[config.mk]
export PLATFORM = sky130hd
export DESIGN_NAME = instr_encoder
export DESIGN_NICKNAME = d
export VERILOG_FILES = /design/src/rtl/rv_isa_pkg.sv /design/src/rtl/rv_pack.sv /design/src/rtl/instr_encoder.sv
export SDC_FILE = /design/constraint.sdc
export NUM_CORES = 1
export LEC_CHECK = 0
export CAP_MARGIN = 40
export CORE_ASPECT_RATIO = 1.75
export CORE_MARGIN = 2
export CORE_UTILIZATION = 29
export CTS_BUF_LIST = sky130_fd_sc_hd__clkbuf_8
export DETAILED_ROUTE_END_ITERATION = 16
export DONT_BUFFER_PORTS = 1
export GPL_TIMING_DRIVEN = 0
export PLACE_DENSITY = 0.39
export RECOVER_POWER = 50
export SLEW_MARGIN = 25
export SYNTH_ARGS = -nofsm -noshare
export SYNTH_HDL_FRONTEND = slang
export SYNTH_SLANG_ARGS = --single-unit
[constraint.sdc]
create_clock -name clk -period 2 [get_ports clk]
set_input_delay 0.2 -clock clk [delete_from_list [all_inputs] [get_ports clk]]
set_output_delay 0.2 -clock clk [all_outputs]
set_load 0.01 [all_outputs]
[src/rtl/rv_isa_pkg.sv]
// Shared RV32I encoding definitions: instruction classes, major opcodes,
// canonical NOP word and the encoder's FSM state type.
package rv_isa_pkg;

  typedef enum logic [3:0] {
    CLS_ALU   = 4'd0,
    CLS_ALUI  = 4'd1,
    CLS_BR    = 4'd2,
    CLS_LOAD  = 4'd3,
    CLS_STORE = 4'd4,
    CLS_JALR  = 4'd5,
    CLS_JAL   = 4'd6,
    CLS_LUI   = 4'd7,
    CLS_AUIPC = 4'd8,
    CLS_NOP   = 4'd9
  } enc_class_t;

  localparam logic [6:0] OPC_ALU   = 7'b0110011;
  localparam logic [6:0] OPC_ALUI  = 7'b0010011;
  localparam logic [6:0] OPC_BR    = 7'b1100011;
  localparam logic [6:0] OPC_LOAD  = 7'b0000011;
  localparam logic [6:0] OPC_STORE = 7'b0100011;
  localparam logic [6:0] OPC_JALR  = 7'b1100111;
  localparam logic [6:0] OPC_JAL   = 7'b1101111;
  localparam logic [6:0] OPC_LUI   = 7'b0110111;
  localparam logic [6:0] OPC_AUIPC = 7'b0010111;

  // addi x0,x0,0
  localparam logic [31:0] NOP_WORD = 32'h0000_0013;

  typedef enum logic [1:0] {
    ST_IDLE = 2'd0,
    ST_RUN  = 2'd1,
    ST_FULL = 2'd2
  } enc_state_t;

endpackage

[src/rtl/rv_pack.sv]
// Combinational packer: instruction class plus fields -> 32-bit RV32I word.
// Flags classes outside the table and branch/jump offsets that are not
// 2-byte aligned; the word is don't-care when illegal is set.
module rv_pack
  import rv_isa_pkg::*;
(
  input  logic [3:0]  in_class,
  input  logic [2:0]  funct3,
  input  logic        f7b5,
  input  logic [4:0]  rd,
  input  logic [4:0]  rs1,
  input  logic [4:0]  rs2,
  input  logic [31:0] imm,
  output logic [31:0] word,
  output logic        illegal
);

  enc_class_t cls;
  logic       is_shift;

  assign cls      = enc_class_t'(in_class);
  assign is_shift = (funct3 == 3'b001) || (funct3 == 3'b101);

  // Field placement per instruction format; bits above each field width drop out.
  always_comb begin
    word    = 32'h0;
    illegal = 1'b0;
    case (cls)
      CLS_ALU:   word = {1'b0, f7b5, 5'b0, rs2, rs1, funct3, rd, OPC_ALU};
      CLS_ALUI: begin
        if (is_shift) word = {1'b0, f7b5, 5'b0, imm[4:0], rs1, funct3, rd, OPC_ALUI};
        else          word = {imm[11:0], rs1, funct3, rd, OPC_ALUI};
      end
      CLS_BR: begin
        word    = {imm[12], imm[10:5], rs2, rs1, funct3, imm[4:1], imm[11], OPC_BR};
        illegal = imm[0];
      end
      CLS_LOAD:  word = {imm[11:0], rs1, funct3, rd, OPC_LOAD};
      CLS_STORE: word = {imm[11:5], rs2, rs1, funct3, imm[4:0], OPC_STORE};
      CLS_JALR:  word = {imm[11:0], rs1, funct3, rd, OPC_JALR};
      CLS_JAL: begin
        word    = {imm[20], imm[10:1], imm[11], imm[19:12], rd, OPC_JAL};
        illegal = imm[0];
      end
      CLS_LUI:   word = {imm[31:12], rd, OPC_LUI};
      CLS_AUIPC: word = {imm[31:12], rd, OPC_AUIPC};
      CLS_NOP:   word = NOP_WORD;
      default:   illegal = 1'b1;
    endcase
  end

endmodule

[src/rtl/instr_encoder.sv]
// Instruction encoder: accepts field-level instruction descriptions and writes
// the packed words sequentially into instruction memory, one cycle after each
// accepted input.
//
// Handshake: a transfer happens on a rising edge where in_valid and in_ready
// are both high. in_ready depends only on state and clear, never on in_valid.
// The producer holds fields stable while in_valid is high and not yet accepted.
module instr_encoder
  import rv_isa_pkg::*;
#(
  parameter int ADDR_W = 8
) (
  input  logic              clk,
  input  logic              rst,
  input  logic              start,
  input  logic              clear,
  input  logic              in_valid,
  output logic              in_ready,
  input  logic [3:0]        in_class,
  input  logic [2:0]        in_funct3,
  input  logic              in_f7b5,
  input  logic [4:0]        in_rd,
  input  logic [4:0]        in_rs1,
  input  logic [4:0]        in_rs2,
  input  logic [31:0]       in_imm,
  output logic              imem_we,
  output logic [ADDR_W-1:0] imem_addr,
  output logic [31:0]       imem_wdata,
  output logic [ADDR_W:0]   count,
  output logic              full,
  output logic              err,
  output logic [1:0]        dbg_state
);

  enc_state_t        state_q, state_d;
  logic [ADDR_W-1:0] wr_addr_q;
  logic [ADDR_W:0]   count_q;
  logic [31:0]       pack_word;
  logic              pack_illegal;
  logic              hs;
  logic              wr_ok;
  logic              last_slot;

  rv_pack u_pack (
    .in_class (in_class),
    .funct3   (in_funct3),
    .f7b5     (in_f7b5),
    .rd       (in_rd),
    .rs1      (in_rs1),
    .rs2      (in_rs2),
    .imm      (in_imm),
    .word     (pack_word),
    .illegal  (pack_illegal)
  );

  assign in_ready  = (state_q == ST_RUN) & ~clear;
  assign hs        = in_valid & in_ready;
  assign wr_ok     = hs & ~pack_illegal;
  assign last_slot = (wr_addr_q == {ADDR_W{1'b1}});
  assign count     = count_q;
  assign full      = count_q[ADDR_W];
  assign dbg_state = state_q;

  // State register.
  always_ff @(posedge clk) begin
    if (rst) state_q <= ST_IDLE;
    else     state_q <= state_d;
  end

  // Next state: FULL is entered on the handshake that fills the last slot, so
  // in_ready drops in the same cycle the final write appears. clear overrides all.
  always_comb begin
    state_d = state_q;
    case (state_q)
      ST_IDLE: if (start) state_d = ST_RUN;
      ST_RUN:  if (wr_ok && last_slot) state_d = ST_FULL;
      ST_FULL: state_d = ST_FULL;
      default: state_d = ST_IDLE;
    endcase
    if (clear) state_d = ST_IDLE;
  end

  // Registered write port, address/count bookkeeping and sticky error.
  // A pending write from the previous cycle is already on the outputs, so clear
  // only affects what happens from the next cycle on.
  always_ff @(posedge clk) begin
    if (rst) begin
      imem_we    <= 1'b0;
      imem_addr  <= '0;
      imem_wdata <= 32'h0;
      wr_addr_q  <= '0;
      count_q    <= '0;
      err        <= 1'b0;
    end else begin
      imem_we <= wr_ok;
      if (wr_ok) begin
        imem_addr  <= wr_addr_q;
        imem_wdata <= pack_word;
        wr_addr_q  <= wr_addr_q + 1'b1;
        count_q    <= count_q + 1'b1;
      end
      if (hs && pack_illegal) err <= 1'b1;
      if (clear) begin
        imem_addr <= '0;
        wr_addr_q <= '0;
        count_q   <= '0;
        err       <= 1'b0;
      end else if (start && state_q == ST_IDLE) begin
        wr_addr_q <= '0;
        count_q   <= '0;
      end
    end
  end

endmodule
==> flow_metrics.tcl <==
set metrics [dict create \
    status "complete, no violations" \
    finish.utilization_pct 33.59 \
    track_usage_pct 18.49 \
    post_drt_wl_per_cell_um 20.47 \
    antennaDiodeCount 0 \
    fp.dieW_um 83.18 \
    reg2reg_to "count[8]" \
    final.period_utilization_pct 94.38 \
    synth-warning-count 0 \
    critPathCaptureType "flop" \
    htree_levels 3 \
    timing.max_cap.violations 0 \
    power_density_nw_per_um2 691.5 \
    grt_pass1_vias 2967 \
    fin_skew_ns 0.009257 \
    hp-class "primary input to flop" \
    drtAntennaViolNets 0 \
    dp_hpwl_um 8270 \
    wl_um 11010 \
    final_common_cell "dfxtp_1" \
    drive_above_1_share_pct 14.95 \
    cp_max_fo 10 \
    grt_pass1_wl_um 16790 \
    antenna_found_initial 0 \
    cts_buffers 9 \
    p_comb_share_pct 10.9 \
    fin_ws_ns 0.1124 \
    num_rows 50 \
    dpl_cell_area_sq_um 3344 \
    ys_seq_elements 60 \
    clockPowerShare_pct 39.8 \
    cts_buffer_depth 2 \
    dpl_worst_slack_ns -0.2767 \
    seq_power_share_pct 49.3 \
    yosys_most_used_dff "dfxtp_1" \
    drtIter0Drc 116 \
    grt_overflow 0 \
    drv_slew 0 \
    io_buffers 0 \
    fillers 1149 \
    internal_power_uw 1781 \
    max_freq_mhz 529.8 \
    synthDistinctLibCells 57 \
    async_flop_share_pct 0 \
    syn_area_sq_um 3182 \
    syn_avg_cell_area_sq_um 8.201 \
    start_util_pct 29.74 \
    cts_setup_buffers 0 \
    dr.pass1.iters 4 \
    p_leak_uw 0.001200 \
    cp_data_required_time_ns 2.27 \
    remaining_drc_errors 0 \
    ir_drop_v 0.0002579 \
    setup_viol 0 \
    synth_edf_count 0 \
    timing.rr.start "dbg_state[1]" \
    mostFrequentLayoutCells "58 x dfxtp_1, 42 x nor2_1, 42 x nand2_1" \
    worst_pin_slew_ns 0.7370 \
    gp_congestion 0.8269 \
    dr_total_vias 2976 \
    insertion_delay_ns 0.35 \
    crit_path_start_kind "flop" \
    whs_ns 0.05955 \
    syn_inst 388 \
    holdPathStages 2 \
    cts_tree "done" \
    rr_worst_depth 8 \
    fin_total_pwr_uw 2485 \
    rsz0062_at_grt "false" \
    dieArea_sq_um 11860 \
    syn-num-nets 453 \
    critPathArrivalTime_ns 2.16 \
    layout_min_cycle_time_ns 1.888 \
    final_nets 468 \
    max_slew_margin_pct 50.63 \
    finalInstanceArea_sq_um 3593 \
    hold_viol 0 \
    switching_share_pct 28.34 \
    cts.clk_slew.worst_paths_ns 0.07 \
    vias_per_cell 5.532 \
    rrSetupSlack_ns 0.11 \
    numClockSinks 60 \
    root_buffer "clkbuf_8" \
    hold_end "imem_wdata[30]" \
    ys_seq_area_share_pct 37.75 \
    hold_start "in_f7b5" \
    core-area_sq_um 10700 \
    die_h_um 142.6 \
    grt_max_degree 11 \
    criticalPathCategory "flop to flop" \
    area_delta_synth_final_pct 12.94 \
    io_pins 115 \
    p_sw_uw 704.2 \
]
[critical path, stage by stage, from the launching register on]
cell and delay, ns:
dfxtp_2 0.35, inv_2 0.08, ha_2 0.18, and3b_1 0.16
buf_4 0.16, nand3_2 0.09, buf_6 0.16, or4_1 0.49
a21oi_1 0.14
[sequential cells by signal, indices dropped and copies added (netlist names)]
register	flops
imem_addr	8
imem_we	1
err	1
imem_wdata	31
dbg_state	2
count	9
wr_addr_q	8
[power by group through the flow]
| stage | registers (uW) | clock network [uW] | logic (uW) |
|---|---|---|---|
| after floorplan | 1250 | 0 | 196 |
| after global placement | 1250 | 0 | 263 |
| after detailed placement | 1250 | 0 | 263 |
| after CTS | 1230 | 1030 | 273 |
| after global routing | 1230 | 1070 | 302 |
| final | 1230 | 988 | 271 |
[routing by layer]
metal	part of all wire [%]	track usage [%]	wire [um]	up-vias
met5	0	0	0	-
met4	2.2	8.456	244	0
met3	7.2	6.090	796	16
met2	54	34.08	5997	101
met1	36	18.69	3976	1402
li1	-	-	-	1457
[timing repair]
item / 4_1_cts / 5_1_grt
setup endpoints to repair: 48 / 41
gates resized for setup: 13 / 8
hold endpoints to repair: 4 / 0
pin swaps: 0 / 0
gates cloned: 0 / 0
hold buffers: 4 / 0
[logic make-up after synthesis]
family | Yosys count | share of synthesized area (%)
xor gates and xnor gates | 7 | 1.927
DFF | 60 | 37.75
muxes | 2 | 0.6292
AOI/OAI and AO/OA | 112 | 25.68
adders and majority gates | 5 | 1.966
and+or+nand+nor | 156 | 24.89
buffers and inverters | 46 | 7.157
[metrics by stage]
| stage | std cells | TNS, ns |
|---|---|---|
| 6_report | 538 | 0 |
| 2_1_floorplan | 388 | 0 |
| 3_5_place_dp | 518 | -6.727 |
| 5_1_grt | 538 | 0 |
| 4_1_cts | 538 | 0 |
| 3_3_place_gp | 518 | -6.145 |
[final cells by class]
type	count	area (sq um)	area share, %
multi-input cells	282	1760	48.99
flip-flops and latches	60	1204	33.50
plain buffers	33	209.0	5.815
well taps	130	162.7	4.526
clock buffers	10	137.6	3.830
inverters	13	48.80	1.358
repair buffers	4	40.04	1.114
clock inverters	6	31.28	0.8705
[synthesized netlist by cell type, types with 4 or more instances]
cell type | n | area share (%)
nor3_1 | 10 | 1.6
nand4_1 | 5 | 0.98
ha_1 | 5 | 2.0
a31oi_1 | 18 | 3.5
inv_1 | 12 | 1.4
or4_1 | 6 | 1.4
nand2_1 | 42 | 5.0
dfxtp_1 | 60 | 38
a21oi_1 | 27 | 4.2
a32oi_1 | 5 | 1.4
or3_1 | 5 | 0.98
buf_2 | 14 | 2.2
buf_4 | 4 | 0.94
xor2_1 | 4 | 1.1
clkbuf_1 | 10 | 1.2
and3_1 | 5 | 0.98
nor2_1 | 42 | 5.0
nor2b_1 | 14 | 2.8
o221a_2 | 8 | 2.8
o21ai_0 | 7 | 1.1
a211oi_1 | 15 | 3.5
a22oi_1 | 4 | 0.94
nand3_1 | 6 | 0.94
a221oi_1 | 5 | 1.4
o32ai_1 | 4 | 1.1
[worst max-delay path by stage]
| stage | end | start | cells past startpoint |
|---|---|---|---|
| 2_1_floorplan | imem_wdata[24] | dbg_state[1] | 9 |
| 3_3_place_gp | imem_wdata[24] | dbg_state[1] | 9 |
| 3_5_place_dp | imem_wdata[24] | dbg_state[1] | 9 |
| 4_1_cts | count[8] | dbg_state[1] | 8 |
| 5_1_grt | count[8] | dbg_state[1] | 8 |
| 6_report | count[8] | dbg_state[1] | 8 |
(Power assumes the default switching activity.)
